[config.mk]
export PLATFORM = sky130hd
export DESIGN_NAME = cruise_control_fsm
export DESIGN_NICKNAME = d
export VERILOG_FILES = /design/src/rtl/cruise_control_fsm.sv
export SDC_FILE = /design/constraint.sdc
export NUM_CORES = 1
export LEC_CHECK = 0
export CELL_PAD_IN_SITES_DETAIL_PLACEMENT = 1
export CELL_PAD_IN_SITES_GLOBAL_PLACEMENT = 1
export CORE_MARGIN = 8
export CORE_UTILIZATION = 41
export CTS_BUF_LIST = sky130_fd_sc_hd__clkbuf_8 sky130_fd_sc_hd__clkbuf_16
export CTS_CLUSTER_SIZE = 16
export DETAILED_ROUTE_END_ITERATION = 16
export GPL_TIMING_DRIVEN = 0
export PLACE_DENSITY_LB_ADDON = 0.1
export SLEW_MARGIN = 15
export SYNTH_ARGS = -nofsm -noshare
export SYNTH_HDL_FRONTEND = slang
export SYNTH_SLANG_ARGS = --single-unit
[constraint.sdc]
create_clock -name clock -period 3.35 [get_ports clock]
set_input_delay 0.5025 -clock clock [delete_from_list [all_inputs] [get_ports clock]]
set_output_delay 0.5025 -clock clock [all_outputs]
set_load 0.02 [all_outputs]
[src/rtl/cruise_control_fsm.sv]
// Cruise control FSM with a simple vehicle speed model; outputs are registered, 1-cycle latency, no backpressure.
// Define CRUISE_RESUME_EN to build in STANDBY/resume; otherwise brake/cancel drops to IDLE and clears the set-point.
module cruise_control_fsm #(
    parameter logic [7:0] MIN_CRUISE = 8'd45,
    parameter logic [7:0] MAX_SPEED  = 8'd200
) (
    input  logic       clock,
    input  logic       reset_n,
    input  logic       throttle,
    input  logic       brake,
    input  logic       set,
    input  logic       accel,
    input  logic       coast,
    input  logic       cancel,
    input  logic       resume,
    output logic [7:0] speed,
    output logic [7:0] cruise_speed,
    output logic       cruise_on
);

    typedef enum logic [2:0] {
        S_IDLE   = 3'd0,
        S_CRUISE = 3'd1,
        S_ACCEL  = 3'd2,
        S_COAST  = 3'd3
`ifdef CRUISE_RESUME_EN
        ,
        S_STANDBY = 3'd4
`endif
    } state_t;

    // Where brake/cancel lands when cruise is engaged.
`ifdef CRUISE_RESUME_EN
    localparam state_t S_DROP = S_STANDBY;
`else
    localparam state_t S_DROP = S_IDLE;
`endif

    state_t     state_q, state_d;
    logic [7:0] speed_q, speed_d;
    logic [7:0] cs_q, cs_d;
    logic       cruise_on_q;
    logic       stop;
    logic       can_set;

`ifndef CRUISE_RESUME_EN
    logic unused_resume;
    assign unused_resume = resume;
`endif

    function automatic logic [7:0] up1(input logic [7:0] v);
        return (v >= MAX_SPEED) ? MAX_SPEED : v + 8'd1;
    endfunction

    function automatic logic [7:0] dn1(input logic [7:0] v);
        return (v == 8'd0) ? 8'd0 : v - 8'd1;
    endfunction

    function automatic logic [7:0] dn2(input logic [7:0] v);
        return (v < 8'd2) ? 8'd0 : v - 8'd2;
    endfunction

    function automatic logic engaged(input state_t s);
        return (s == S_CRUISE) || (s == S_ACCEL) || (s == S_COAST);
    endfunction

    assign stop    = brake | cancel;
    assign can_set = set && (speed_q >= MIN_CRUISE);

    always_comb begin
        state_d = state_q;
        speed_d = speed_q;
        cs_d    = cs_q;
        case (state_q)
            S_IDLE: begin
                speed_d = throttle ? up1(speed_q) : dn1(speed_q);
                if (!stop && can_set) begin
                    state_d = S_CRUISE;
                    cs_d    = speed_q;
                end
            end
            S_CRUISE: begin
                if (throttle || (speed_q < cs_q)) begin
                    speed_d = up1(speed_q);
                end else if (speed_q > cs_q) begin
                    speed_d = dn1(speed_q);
                end
                if (stop) begin
                    state_d = S_DROP;
`ifndef CRUISE_RESUME_EN
                    cs_d    = 8'd0;
`endif
                end else if (set) begin
                    // A set below the floor is swallowed rather than passed to accel/coast.
                    if (can_set) begin
                        cs_d = speed_q;
                    end
                end else if (accel) begin
                    state_d = S_ACCEL;
                end else if (coast) begin
                    state_d = S_COAST;
                end
            end
            S_ACCEL: begin
                speed_d = up1(speed_q);
                if (stop) begin
                    state_d = S_DROP;
`ifndef CRUISE_RESUME_EN
                    cs_d    = 8'd0;
`endif
                end else begin
                    cs_d    = up1(cs_q);
                    state_d = accel ? S_ACCEL : S_CRUISE;
                end
            end
            S_COAST: begin
                speed_d = dn1(speed_q);
                if (stop) begin
                    state_d = S_DROP;
`ifndef CRUISE_RESUME_EN
                    cs_d    = 8'd0;
`endif
                end else begin
                    cs_d = (cs_q > MIN_CRUISE) ? cs_q - 8'd1 : cs_q;
                    if (accel) begin
                        state_d = S_ACCEL;
                    end else if (coast) begin
                        state_d = S_COAST;
                    end else begin
                        state_d = S_CRUISE;
                    end
                end
            end
`ifdef CRUISE_RESUME_EN
            S_STANDBY: begin
                speed_d = throttle ? up1(speed_q) : dn1(speed_q);
                if (!stop) begin
                    if (can_set) begin
                        state_d = S_CRUISE;
                        cs_d    = speed_q;
                    end else if (resume) begin
                        state_d = S_CRUISE;
                    end
                end
            end
`endif
            default: begin
                state_d = S_IDLE;
                speed_d = 8'd0;
                cs_d    = 8'd0;
            end
        endcase
        // Braking overrides every other speed contribution.
        if (brake) begin
            speed_d = dn2(speed_q);
        end
    end

    always_ff @(posedge clock) begin
        if (!reset_n) begin
            state_q     <= S_IDLE;
            speed_q     <= 8'd0;
            cs_q        <= 8'd0;
            cruise_on_q <= 1'b0;
        end else begin
            state_q     <= state_d;
            speed_q     <= speed_d;
            cs_q        <= cs_d;
            cruise_on_q <= engaged(state_d);
        end
    end

    assign speed        = speed_q;
    assign cruise_speed = cs_q;
    assign cruise_on    = cruise_on_q;

endmodule

==> flow_summary.json <==
{
  "ctsRootBufferMaster": "clkbuf_8",
  "diodes": 0,
  "cp_data_required_time_ns": 3.51,
  "fmaxAchievable_ghz": 0.3437,
  "hold_violations": 0,
  "area_growth_pct": 17.70,
  "tritoncts_num_sinks": 20,
  "fin_ws_ns": 0.4407,
  "core.rowCount": 26,
  "dp_hpwl_um": 5809,
  "min_period_ns": 2.909,
  "antenna_found_initial": 0,
  "layout-drive-gt1-share": 0.07055,
  "clock_transition_at_the_registers_of_the_reported_paths_ns": 0.09,
  "synth_top_flop_cell": "dfxtp_1",
  "clockBufferDepth": 2,
  "rsz0062_at_grt": "no",
  "clock_tree_from_tritoncts": "done",
  "top_level_ports": 26,
  "layout_common_cells": "nor2_1, o21ai_0, nand2_1, clkdlybuf4s50_1, a21oi_1",
  "drt_iter0_markers": 157,
  "cts_hold_buffers": 0,
  "dr_total_vias": 2289,
  "cellLeakagePower_nw": 0.9707,
  "power.share.switching": 0.4774,
  "critPathArrivalTime_ns": 3.07,
  "worstHoldPathType": "reg -> reg",
  "critPathLaunchType": "flop",
  "worst_setup_path_end_kind": "flop",
  "post_synth_main_area_contributors": "dfxtp_1, ha_1, o21ai_0",
  "layout.filler_cells": 677,
  "maxSlewHeadroom": 0.5626,
  "portBuffers": 24,
  "drtPass1Iterations": 4,
  "design.die.area_mm2": 0.007857,
  "design.final.nets": 355,
  "coreArea_mm2": 0.005107,
  "maximum_number_of_pins_on_one_net_before_global_route_repair": 12,
  "finalMaxSlewViolations": 0,
  "synth-edff-count": 0,
  "clock_power_share": 0.152,
  "timing.reg2reg.worst_path_depth": 9,
  "clkLatencyLatePin_ns": 0.28,
  "setup_viol": 0,
  "status": "completed",
  "pre_cts_slack_ns": 0.5271,
  "synthDistinctLibCells": 60,
  "most_common_library_cell_in_the_layout_ignoring_fill_and_taps": "nor2_1",
  "async_reset_ff_frac": 0,
  "die_w_um": 88.64,
  "power-per-cell-area_mw_per_mm2": 522.0,
  "power_frac_seq": 0.236,
  "synth.yosys.warnings": 0,
  "totalWireLength_um": 7378,
  "first_pass_grt_wire_length_um": 12100,
  "syn-instance-count": 298,
  "drc_violation_count_after_routing": 0,
  "max_slew.worst_pin.slew_ns": 0.6479,
  "number_of_buffers_inserted_during_clock_tree_synthesis": 3,
  "via_count_of_the_first_global_routing_pass": 2331,
  "synth_fp_nets": 326,
  "final.setup_skew_ns": 0.009599,
  "chipHeight_um": 88.64,
  "global_route.overflow_total": 0,
  "global_route.usage.met2": 0.3086,
  "grt_use_met3": 0.03528,
  "internal-power_mw": 0.6945,
  "netlist.top_cell.by_area": "dfxtp_1",
  "syn-mean-instance-area_um2": 7.259,
  "irDropWorstVdd_uv": 228.1,
  "routed_via_density": 5.780,
  "worst_hold_slack_ns": 0.6379,
  "cap_viol_max_count": 0,
  "power.switching_mw": 0.6346,
  "initial_utilization": 0.4236,
  "use_met1": 0.2740,
  "criticalPathCategory": "reg -> reg",
  "wl_per_cell_um": 18.63,
  "cts-htree-levels": 1,
  "routabilityCongestion": 0.8992,
  "hold-path-cell-count": 2,
  "postCtsSetupRepairBufs": 0,
  "area_fraction_of_the_dominant_cell_type_after_synthesis": 0.1851,
  "post-route-period-util": 0.8685,
  "cell_area_after_synthesis_mm2": 0.002163,
  "ys_seq_area_frac": 0.1851,
  "gr-max-usage-layer": "met2",
  "highest_fanout_seen_on_the_critical_path": 10,
  "post_cts_resize_count": 0,
  "antenna_left": 0,
  "proportion_of_power_drawn_by_combinational_gates": 0.612,
  "grt.total_usage": 0.1985,
  "timing.setup.tns_ns": 0,
  "synth-seq-cells": 20
}
critical path, stage by stage (launching register included):
cell      delay (ns)
dfxtp_1         0.34
clkbuf_1        0.34
inv_1           0.17
ha_1            0.32
a211o_1         0.31
o311ai_2        0.63
buf_2           0.35
o21ai_0         0.14
a21oi_1         0.13
a21oi_1         0.07
area by class of cell:
cell class / instances / area [µm²] / share of cell area
Buffer: 19 / 85.08 / 0.03342
Clock buffer: 4 / 55.05 / 0.02162
Inverter: 18 / 67.56 / 0.02654
Multi-Input combinational cell: 241 / 1610 / 0.6324
Sequential cell: 20 / 400.4 / 0.1572
Tap cell: 70 / 87.58 / 0.03440
Timing Repair Buffer: 24 / 240.2 / 0.09435
state kept, by name (all words and copies together) (netlist names):
register,count
cruise_on,1
speed,8
state_q,3
cruise_speed,8
through the flow:
stage / instances / total power, mW / util / instance area (µm²)
floorplan: 298 / 0.9008 / - / 2163
global placement: 392 / 1.101 / 0.4878 / 2491
detailed placement: 392 / 1.123 / 0.4878 / 2491
CTS: 396 / 1.336 / 0.4985 / 2546
global route: 396 / 1.433 / 0.4985 / 2546
finish: 396 / 1.329 / 0.4985 / 2546
kinds of logic (layout without fill, tap and decap cells):
| kind of cell | after synthesis | in the layout | synth area share |
|---|---|---|---|
| compound gates | 97 | 97 | 0.3152 |
| xor+xnor | 15 | 15 | 0.06073 |
| fa+ha+maj | 19 | 19 | 0.1099 |
| simple gates | 107 | 107 | 0.2470 |
| mux | 2 | 2 | 0.009832 |
| buf+inv | 37 | 65 | 0.07056 |
| other cells | 1 | 1 | 0.001733 |
| flops | 20 | 20 | 0.1851 |
synth_stat cells, types with 5 or more instances:
cell type and n:
a21oi_1 21, a22oi_1 7, a31oi_1 8, buf_2 8, clkbuf_1 9, dfxtp_1 20
ha_1 19, inv_1 18, nand2_1 24, nand3_1 12, nand4_1 5, nor2_1 33
nor3_1 6, o21ai_0 26, xnor2_1 13
routing by layer:
layer / part of all wire / routed length [µm] / vias up
li1: - / - / 1144
met1: 0.50 / 3658 / 1094
met2: 0.45 / 3313 / 44
met3: 0.046 / 342 / 7
met4: 0.0085 / 63 / 0
met5: 0 / 0 / -
path summary, 6_finish.rpt:
kind,from,endpoint,slack (ns)
worst max-delay path,cruise_speed[3],speed[4],0.44
worst min-delay path,cruise_speed[7],cruise_speed[7],0.64
worst max register to register,cruise_speed[3],speed[4],0.44
worst min register to register,cruise_speed[7],cruise_speed[7],0.64
power by group through the flow:
stage | combinational, mW | clock, mW | sequential (mW)
2_1_floorplan | 0.566 | 0 | 0.335
6_report | 0.813 | 0.203 | 0.313
3_3_place_gp | 0.781 | 0 | 0.320
4_1_cts | 0.810 | 0.212 | 0.314
3_5_place_dp | 0.803 | 0 | 0.319
5_1_grt | 0.901 | 0.214 | 0.319
Note: power is estimated with default switching activity, not from simulation.
